<file path="src/rtl/ccff_chain_loader.sv">
// ccff_chain_loader: loads and non-destructively reads back a tile configuration chain
//   prog_clk, pReset                : configuration clock, asynchronous active-low reset
//   op_start, op_read               : one-cycle op request and select (0 = write, 1 = read), sampled in idle
//   wr_data, wr_valid, wr_ready     : host bitstream words for write ops
//   rd_data, rd_valid, rd_ready     : readback words for read ops
//   chain_shift_en, ccff_head/tail  : chain shift gate and serial chain pins
//   busy, done                      : op in progress, one-cycle completion pulse
module ccff_chain_loader #(
  parameter int CHAIN_LEN = 65,
  parameter int WORD_W    = 16
) (
  input  logic              prog_clk,
  input  logic              pReset,
  input  logic              op_start,
  input  logic              op_read,
  input  logic [WORD_W-1:0] wr_data,
  input  logic              wr_valid,
  output logic              wr_ready,
  output logic [WORD_W-1:0] rd_data,
  output logic              rd_valid,
  input  logic              rd_ready,
  output logic              chain_shift_en,
  output logic              ccff_head,
  input  logic              ccff_tail,
  output logic              busy,
  output logic              done
);
  localparam int CNT_W = $clog2(CHAIN_LEN + 1);
  localparam int WB_W  = $clog2(WORD_W + 1);
  localparam logic [2:0] S_IDLE   = 3'd0;
  localparam logic [2:0] S_WFETCH = 3'd1;
  localparam logic [2:0] S_WSHIFT = 3'd2;
  localparam logic [2:0] S_RSHIFT = 3'd3;
  localparam logic [2:0] S_ROUT   = 3'd4;
  localparam logic [2:0] S_DONE   = 3'd5;
  localparam logic [CNT_W-1:0] CNT_LAST = CNT_W'(CHAIN_LEN - 1);
  localparam logic [CNT_W-1:0] CNT_FULL = CNT_W'(CHAIN_LEN);
  localparam logic [WB_W-1:0]  WB_LAST  = WB_W'(WORD_W - 1);
  logic [2:0]        state_q, state_d;
  logic [CNT_W-1:0]  bit_cnt_q, bit_cnt_d;
  logic [WB_W-1:0]   wb_q, wb_d;
  logic [WORD_W-1:0] sh_q, sh_d;
  // Outputs decode straight from the state register so an asynchronous
  // reset forces every output low immediately.
  assign wr_ready       = state_q == S_WFETCH;
  assign rd_valid       = state_q == S_ROUT;
  assign rd_data        = rd_valid ? sh_q : '0;
  assign chain_shift_en = state_q == S_WSHIFT || state_q == S_RSHIFT;
  // Read rotates the chain: the tail bit is fed back into the head.
  assign ccff_head      = state_q == S_WSHIFT ? sh_q[0] : state_q == S_RSHIFT ? ccff_tail : 1'b0;
  assign busy           = state_q != S_IDLE && state_q != S_DONE;
  assign done           = state_q == S_DONE;
  always_comb begin
    state_d   = state_q;
    bit_cnt_d = bit_cnt_q;
    wb_d      = wb_q;
    sh_d      = sh_q;
    case (state_q)
      S_IDLE: if (op_start) begin
        state_d   = op_read ? S_RSHIFT : S_WFETCH;
        bit_cnt_d = '0;
        wb_d      = '0;
        sh_d      = '0;
      end
      S_WFETCH: if (wr_valid) begin
        sh_d    = wr_data;
        wb_d    = '0;
        state_d = S_WSHIFT;
      end
      S_WSHIFT: begin
        sh_d      = sh_q >> 1;
        bit_cnt_d = bit_cnt_q + 1'b1;
        wb_d      = wb_q + 1'b1;
        // Chain end wins over word end, which drops the padding of the last word.
        state_d   = bit_cnt_q == CNT_LAST ? S_DONE : wb_q == WB_LAST ? S_WFETCH : S_WSHIFT;
      end
      S_RSHIFT: begin
        sh_d      = sh_q | (WORD_W'(ccff_tail) << wb_q);
        bit_cnt_d = bit_cnt_q + 1'b1;
        wb_d      = wb_q + 1'b1;
        state_d   = (bit_cnt_q == CNT_LAST || wb_q == WB_LAST) ? S_ROUT : S_RSHIFT;
      end
      S_ROUT: if (rd_ready) begin
        sh_d    = '0;
        wb_d    = '0;
        state_d = bit_cnt_q == CNT_FULL ? S_DONE : S_RSHIFT;
      end
      S_DONE: begin
        bit_cnt_d = '0;
        state_d   = S_IDLE;
      end
      default: state_d = S_IDLE;
    endcase
  end
  always_ff @(posedge prog_clk or negedge pReset) begin
    if (!pReset) begin
      state_q   <= S_IDLE;
      bit_cnt_q <= '0;
      wb_q      <= '0;
      sh_q      <= '0;
    end else begin
      state_q   <= state_d;
      bit_cnt_q <= bit_cnt_d;
      wb_q      <= wb_d;
      sh_q      <= sh_d;
    end
  end
endmodule
</file>
<file path="config.mk">
export PLATFORM = sky130hd
export DESIGN_NAME = ccff_chain_loader
export DESIGN_NICKNAME = d
export VERILOG_FILES = /design/src/rtl/ccff_chain_loader.sv
export SDC_FILE = /design/constraint.sdc
export NUM_CORES = 1
export LEC_CHECK = 0
export BUFFER_PORTS_ARGS = -buffer_cell sky130_fd_sc_hd__buf_2
export CAP_MARGIN = 20
export CORE_ASPECT_RATIO = 1.75
export CORE_UTILIZATION = 40
export DETAILED_ROUTE_END_ITERATION = 12
export GPL_TIMING_DRIVEN = 0
export PLACE_DENSITY = 0.65
export SKIP_CTS_REPAIR_TIMING = 1
export SLEW_MARGIN = 20
export SYNTH_ARGS = -nofsm -noshare
export SYNTH_HDL_FRONTEND = slang
export SYNTH_SLANG_ARGS = --single-unit
</file>
<file path="constraint.sdc">
create_clock -name prog_clk -period 1.9 [get_ports prog_clk]
set_input_delay 0.19 -clock prog_clk [delete_from_list [all_inputs] [get_ports prog_clk]]
set_output_delay 0.19 -clock prog_clk [all_outputs]
set_load 0.02 [all_outputs]
</file>
* Word-level counts from Yosys, hierarchy flattened
Cells that the tools add are included.
Word-level totals: output and inout bits 22, logic and storage cells 55, input bits 23, register bits 31
Operators by class: equal/unequal tests 12, add/subtract/negate cells 2, reduce and logical (&&, ||, !) cells 13, mux-type cells 22, bitwise operators 1, shift operators 1
Operators with widths (number):
- one-hot mux 16 bit (5 select lines) | 1
- 2-to-1 mux 16 bit | 4
- one-hot mux 7 bit (3 select lines) | 1
- one-hot mux 5 bit (4 select lines) | 1
- 2-to-1 mux 3 bit | 6
- bitwise OR 16 bit | 1
- << shifter 1 x 5 -> 16 bit | 1
- 2-to-1 mux 5 bit | 3
- one-hot mux 3 bit (5 select lines) | 1
- equality test 7 bit, second input constant | 2
- AND reduction 4 bit | 2
- adder 7 x 1 -> 7 bit, second input constant | 1
- 2-to-1 mux 7 bit | 1
- equality test 3 x 2 -> 1 bit, second input constant | 2
- equality test 3 bit, second input constant | 2
- nonzero test 3 bit | 2
- adder 5 x 1 -> 5 bit, second input constant | 1
- equality test 5 x 4 -> 1 bit, second input constant | 1
- nonzero test 5 bit | 1
- 2-to-1 mux 2 bit | 2
- inequality test 2 bit, second input constant | 2
- nonzero test 4 bit | 1
- equality test 3 x 1 -> 1 bit, second input constant | 1
- zero test 3 bit | 1
- other kinds (8) | 10

* Logic depth before layout (Yosys ltp)
Gate-level depths: netlist of the first run.
depth in word-level cells 4, mapped depth 7

* Least setup slack after synthesis of the first run
OpenSTA, ideal clock, no wires.
path kind flip-flop to output port, start register state_q[0], end output rd_data[10], stages on the path, launching flop included 5, arrival time 1.419 ns, path slack 0.291 ns, cells stage by stage dfrtp_1 buf_6 nor3_2 buf_2 and2_1
Between the ends: word-level cells in the longest chain between the ends 2
RTL lines:
- from (decl) | RTL line 39 | logic [2:0] state_q, state_d;
- from (signal assigned) | RTL line 102 | state_q <= state_d;
- equality test 3 bit | RTL line 46 | assign rd_valid = state_q == S_ROUT;
- net rd_valid | RTL line 20 | output logic rd_valid,
- 2-to-1 mux 16 bit | RTL line 47 | assign rd_data = rd_valid ? sh_q : '0;
- to (decl) | RTL line 19 | output logic [WORD_W-1:0] rd_data,
The timed path passes the listed nets, and every way through them passes these cells.

* Worst setup path after layout of the first run
start register state_q[0], end output done
Between the ends: word-level cells in the longest chain between the ends 1
RTL lines:
- equality test 3 bit | RTL line 52 | assign done = state_q == S_DONE;
- to (decl) | RTL line 26 | output logic done
No other way between the ends.

==> results by group, run 1 <==
Setup path
  • R2R Path Start: wb_q[1]
  • Worst R2R Path Depth: 6
  • Nature of the critical path startpoint: flip-flop
  • CP Data Arrival Time: 1.62 ns
  • R2r setup slk: 0.19 ns
  • Critical path class: reg -> out
  • CP Capture Type: output port
  • Reg2reg end: state_q[1]
  • Critical Path RT: 1.71 ns
  • Largest fanout on the critical path: 10

Timing
  • # setup viols final: 0
  • Setup Skew: 0.00444 ns
  • Maximum clock rate: 0.552 GHz
  • Final period utilization: 0.953
  • Final Slew Violations: 0
  • Final Hold Viols: 31
  • Slew headroom: 0.452
  • Worst-Margin Slew: 0.810 ns
  • Fin Hold WS: -0.0440 ns
  • Min Tclk post-route: 1.81 ns

Yosys
  • XOR/XNOR share of the synthesized area: 0.00868
  • Sequential area share after synthesis: 0.384
  • Synth warnings: 0
  • Register bit total from synthesis: 31
  • Multiplexer share of the synthesized area: 0.0198
  • Adder-Cell Fraction of Synth Area: 0.0310
  • Post-Syn Area per Cell: 9.80 sq um
  • Synth cell types: 47
  • Synthesized net count: 234
  • Top_reg_cell synth: dfrtp_1
  • Post-Synth Simple-Gate Area: 0.205
  • Largest family of logic cells by synthesized area: compound AO/OA/AOI/OAI gates
  • Post-synthesis compound-gate area fraction: 0.283
  • Mapped Area: 0.00202 sq mm
  • Ys async rst share: 1.00
  • Syn Inst Count: 206
  • EDFF count, synth: 0

Power
  • Tot Pwr: 3530 uW
  • Maximum vdd drop: 845 uV
  • Pwr dens: 1450 mW/mm^2
  • Leak pwr: 0.00115 uW

Die
  • Die Span Y: 96.0 microns
  • # IOs: 45
  • Initial core utilization: 0.425
  • FP Rows: 33
  • Die Area: 0.00534 sq mm
  • Core Region: 0.00475 sq mm
  • Die Wd: 55.7 microns

Finish
  • ANT cells: 0
  • Area growth syn-to-layout: 20.9%
  • Fraction of layout cells with a size suffix above 1: 0.292
  • Final Non-Filler Cells: 312
  • Most frequent cells in the layout: buf_2 (46), dfrtp_1 (31), and2_1 (17), a22o_1 (17), o2bb2ai_1 (17)
  • Final net count: 287
  • Commonest non-fill, non-tap cell in the layout: buf_2

Place
  • Hpwl dp: 3.92 mm
  • Gpl congestion: 0.808
  • Post-placement cell count: 302
  • Port-buffer cells: 44

Detailed routing
  • First-pass detailed-route iteration total: 4
  • DR vias: 1,815
  • Initial DRC Count: 58
  • Via-to-Cell Ratio: 5.82
  • Final wirelength: 5.34 mm
  • Routed len/inst: 17.1 microns
  • DRC Markers: 0
  • Antenna Nets Post-Route: 0

GRT
  • Largest net degree at the start of global routing: 32
  • Grt ovf: 0
  • Vias in the first global route: 1,781
  • Number of antenna violations at the first check in global routing: 0
  • GRT Overall Usage: 0.217
  • First-pass GRT wire length: 8.85 mm

CTS
  • Clk buf depth: 2
  • Clock slew seen by the registers of the worst setup and hold paths: 0.07 ns
  • CTS tree: yes
  • Clock Latency Late Sink: 0.29 ns
  • CTS Sinks: 31
  • H-Tree Level Count: 2
  • Num CTS Buffers: 5
  • Clock Root Buffer: clkbuf_8

Status
  • Failing checks: negative hold slack
  • Outcome: finished with violations

Job
  • Max-Cap Viols: 0

Worst hold path
  • Hold crit path type: in -> async
-- metal layers --
layer  track usage  vias up  wire length [microns]
li1              -      887                      -
met1         0.239      859                   2160
met2         0.398       60                   2850
met3        0.0390        9                    214
met4         0.106        0                    121
met5             0        -                      0
-- state kept, by name, indices dropped and copies added, names as in the netlist --
register / flops
wb_q: 5
sh_q: 16
state_q: 3
bit_cnt_q: 7
-- metrics by stage --
stage	cell area, sq um	setup slack (ns)	setup TNS (ns)	utilization
2_1_floorplan	2020	0.291	0	-
3_3_place_gp	2300	-0.101	-0.756	0.485
3_5_place_dp	2300	-0.0694	-0.529	0.485
4_1_cts	2400	-0.396	-4.49	0.506
5_1_grt	2440	-0.0105	-0.0240	0.514
6_report	2440	0.0900	0	0.514
-- where the power goes --
group	switching, uW	internal, uW	total [uW]
logic	975	798	1770
clock network	260	331	591
registers	256	908	1160
-- critical path: stages (launching register included) --
cell	delay, ns
dfrtp_1	0.45
buf_6	0.19
nor2b_4	0.15
buf_6	0.14
nand2_1	0.16
inv_1	0.08
buf_2	0.16
-- Yosys cell counts, types with 4 or more instances --
cell type	instances	area, sq um
inv_1	5	18.8
o21ai_0	8	40.0
mux2i_1	4	40.0
nand2_1	14	52.6
buf_6	5	56.3
nand2b_1	4	25.0
and2_1	17	106
nor2_1	8	30.0
a22o_1	17	149
o2bb2ai_1	17	149
a22oi_1	16	120
dfrtp_1	31	776
ha_1	5	62.6
nand3_1	6	30.0
a21oi_1	4	20.0
-- how the worst max path moves through the flow --
| stage | from | slack, ns | end | depth (start not counted) |
|---|---|---|---|---|
| floorplan | state_q[0] | 0.29 | rd_data[10] | 4 |
| global placement | state_q[0] | -0.10 | rd_data[13] | 5 |
| detailed placement | state_q[0] | -0.07 | rd_data[14] | 5 |
| CTS | state_q[0] | -0.40 | rd_data[14] | 5 |
| global route | state_q[2] | -0.01 | rd_data[14] | 6 |
| finish | state_q[0] | 0.09 | done | 6 |
-- layout make-up --
cell class / count / area, sq um
well taps: 52 / 65.1
clock buffers: 8 / 100
repair buffers: 46 / 235
plain buffers: 15 / 118
multi-input cells: 154 / 1120
inverters: 6 / 22.5
fillers: 479 / 2310
flip-flops and latches: 31 / 776
-- logic make-up after synthesis --
logic type / Yosys count
AO/OA/AOI/OAI: 73
XOR/XNOR: 2
adder cells (fa/ha/maj): 5
buffers and inverters: 21
flip-flops: 31
multiplexers: 4
AND/OR/NAND/NOR: 70
(Power assumes the default switching activity.)
==> run 2: changes to the inputs <==
--- a/config.mk
+++ b/config.mk
@@ -5,13 +5,14 @@
 export SDC_FILE = /design/constraint.sdc
 export NUM_CORES = 1
 export LEC_CHECK = 0
+export ABC_AREA = 1
 export BUFFER_PORTS_ARGS = -buffer_cell sky130_fd_sc_hd__buf_2
 export CAP_MARGIN = 20
 export CORE_ASPECT_RATIO = 1.75
 export CORE_UTILIZATION = 40
 export DETAILED_ROUTE_END_ITERATION = 12
 export GPL_TIMING_DRIVEN = 0
-export PLACE_DENSITY = 0.65
+export PLACE_DENSITY = 0.64
 export SKIP_CTS_REPAIR_TIMING = 1
 export SLEW_MARGIN = 20
 export SYNTH_ARGS = -nofsm -noshare
==> results by group, run 2 <==
Yosys
  • Syn Inst Count: 366
  • Top-count cell post-synth: nand2_1
  • Ys async rst share: 1.00
  • Yosys top cell area share: 0.332
  • Synth warnings: 0
  • Top_reg_cell synth: dfrtp_1
  • Mapped Area: 0.00233 sq mm
  • Synthesized net count: 394
  • Top cells by area, synth: dfrtp_1 (33%), nand2_1 (24%), inv_1 (9.3%), nor2_1 (5.1%), o21ai_0 (4.5%)
  • Leading area contributor after synthesis: dfrtp_1
  • EDFF count, synth: 0
  • Register bit total from synthesis: 31
  • Synth top cells by count: nand2_1 (151), inv_1 (58), nor2_1 (32)
  • Synth cell types: 25
  • Post-Syn Area per Cell: 6.38 sq um
  • Sequential area share after synthesis: 0.332

Finish
  • Max FFs per register: 16
  • Top flop regs: sh_q: 16 flops, bit_cnt_q: 7 flops, wb_q: 5 flops
  • Most frequent cells in the layout: nand2_1 (151), inv_1 (57), buf_2 (45)
  • Fraction of layout cells with a size suffix above 1: 0.209
  • Commonest non-fill, non-tap cell in the layout: nand2_1
  • Area growth syn-to-layout: 19.2%
  • ANT cells: 0
  • Biggest register: sh_q
  • Final net count: 449
  • FILL cells: 631

Die
  • Die Area: 0.00616 sq mm
  • Die Wd: 59.8 microns
  • # IOs: 45
  • FP Rows: 36
  • Core Region: 0.00559 sq mm
  • Initial core utilization: 0.418
  • Die Span Y: 103 microns

Timing
  • Setup Skew: 0.00304 ns
  • Final period utilization: 0.963
  • Final Hold Viols: 31
  • Min Tclk post-route: 1.83 ns
  • Final Slew Violations: 0
  • Fin Hold WS: -0.0361 ns
  • Slew headroom: 0.507
  • Maximum clock rate: 0.547 GHz
  • RSZ-0062 raised after global routing: false
  • Worst-Margin Slew: 0.740 ns
  • # setup viols final: 0

CTS
  • Clock Latency Late Sink: 0.29 ns
  • Num CTS Buffers: 5
  • Clk buf depth: 2
  • CTS Sinks: 31
  • CTS tree: yes
  • Clock slew seen by the registers of the worst setup and hold paths: 0.07 ns
  • H-Tree Level Count: 2
  • Clock Root Buffer: clkbuf_8

Setup path
  • Critical Path RT: 1.71 ns
  • Largest fanout on the critical path: 10
  • CP Data Arrival Time: 1.64 ns
  • CP Capture Type: output port
  • Critical path class: reg -> out
  • Worst R2R Path Depth: 9
  • Nature of the critical path startpoint: flip-flop

Detailed routing
  • Antenna Nets Post-Route: 0
  • First-pass detailed-route iteration total: 4
  • Via-to-Cell Ratio: 4.66
  • DR vias: 2,322
  • Routed len/inst: 11.6 microns
  • Final wirelength: 5.77 mm
  • Initial DRC Count: 83
  • DRC Markers: 0

GRT
  • Number of antenna violations at the first check in global routing: 0
  • GRT Overall Usage: 0.203
  • Grt ovf: 0
  • First-pass GRT wire length: 9.36 mm
  • Vias in the first global route: 2,025
  • Largest net degree at the start of global routing: 32

Power
  • Maximum vdd drop: 883 uV
  • Leak pwr: 0.00159 uW
  • Tot Pwr: 3750 uW
  • Pwr dens: 1350 mW/mm^2

Status
  • Failing checks: negative hold slack
  • Outcome: finished with violations

Place
  • Hpwl dp: 4.40 mm
  • Port-buffer cells: 44
  • Gpl congestion: 0.857

Worst hold path
  • Hold crit path type: in -> async

Job
  • Max-Cap Viols: 0
[run 2: cell count changes after synthesis, moves of 5 or more]
cell / delta
inv_1: +53
nand3_1: +13
o21ai_0: +13
a22o_1: -17
a22oi_1: -16
nand2_1: +137
nand2_4: +5
o2bb2ai_1: -17
and2_1: -17
o21ai_1: +8
nor2_1: +24
[run 2: kinds of logic after synthesis]
| family | share of synthesized area |
|---|---|
| simple gates | 0.428 |
| fa+ha+maj | 0.0268 |
| flops | 0.332 |
| compound gates | 0.0750 |
| buf+inv | 0.138 |
[run 2: where the power goes]
part / internal (uW) / switching [uW] / total, uW / leakage (uW)
sequential: 906 / 188 / 1090 / 0.000406
combinational: 756 / 1390 / 2140 / 0.00114
clock: 257 / 257 / 514 / 0.0000422
total: 1920 / 1830 / 3750 / 0.00159
[run 2: per-stage QoR]
stage / instances / area [sq um] / TNS [ns] / setup slack, ns / utilization
3_3_place_gp: 486 / 2650 / 0 / 0.212 / 0.474
6_report: 498 / 2780 / 0 / 0.0709 / 0.498
3_5_place_dp: 486 / 2650 / 0 / 0.215 / 0.474
5_1_grt: 498 / 2780 / 0 / 0.00912 / 0.498
2_1_floorplan: 366 / 2330 / 0 / 0.274 / -
4_1_cts: 494 / 2730 / -0.992 / -0.108 / 0.489
[run 2: layer usage]
| metal | vias up | part of all wire | GRT usage |
|---|---|---|---|
| met5 | - | 0 | 0 |
| met4 | 0 | 0.014 | 0.0644 |
| met3 | 6 | 0.046 | 0.0263 |
| li1 | 1216 | - | - |
| met1 | 1047 | 0.42 | 0.237 |
| met2 | 53 | 0.52 | 0.373 |
[run 2: worst max-delay path, cell delays in order, from the launching register on]
cell and delay [ns]:
dfrtp_2 0.45, inv_2 0.12, nand2_4 0.09, nor2_4 0.14
inv_2 0.10, buf_2 0.19, nor2_1 0.10, buf_2 0.16
[run 2: worst paths after layout]
check	slack, ns	startpoint	to
worst max register to register	0.32	state_q[1]	sh_q[10]
worst max-delay path	0.07	state_q[1]	rd_data[8]
worst min register to register	0.48	sh_q[3]	sh_q[3]
min in group prog_clk	0.19	rd_ready	state_q[2]
max in group asynchronous	1.42	pReset	state_q[0]
worst min-delay path	-0.04	pReset	bit_cnt_q[4]
[run 2: area by class of cell]
cell class | instances | area [sq um] | area share
inverters | 61 | 231 | 0.0831
multi-input cells | 263 | 1240 | 0.447
plain buffers | 11 | 97.6 | 0.0351
repair buffers | 48 | 255 | 0.0917
clock inverters | 1 | 5.00 | 0.00180
clock buffers | 7 | 76.3 | 0.0274
well taps | 76 | 95.1 | 0.0342
flip-flops and latches | 31 | 778 | 0.280
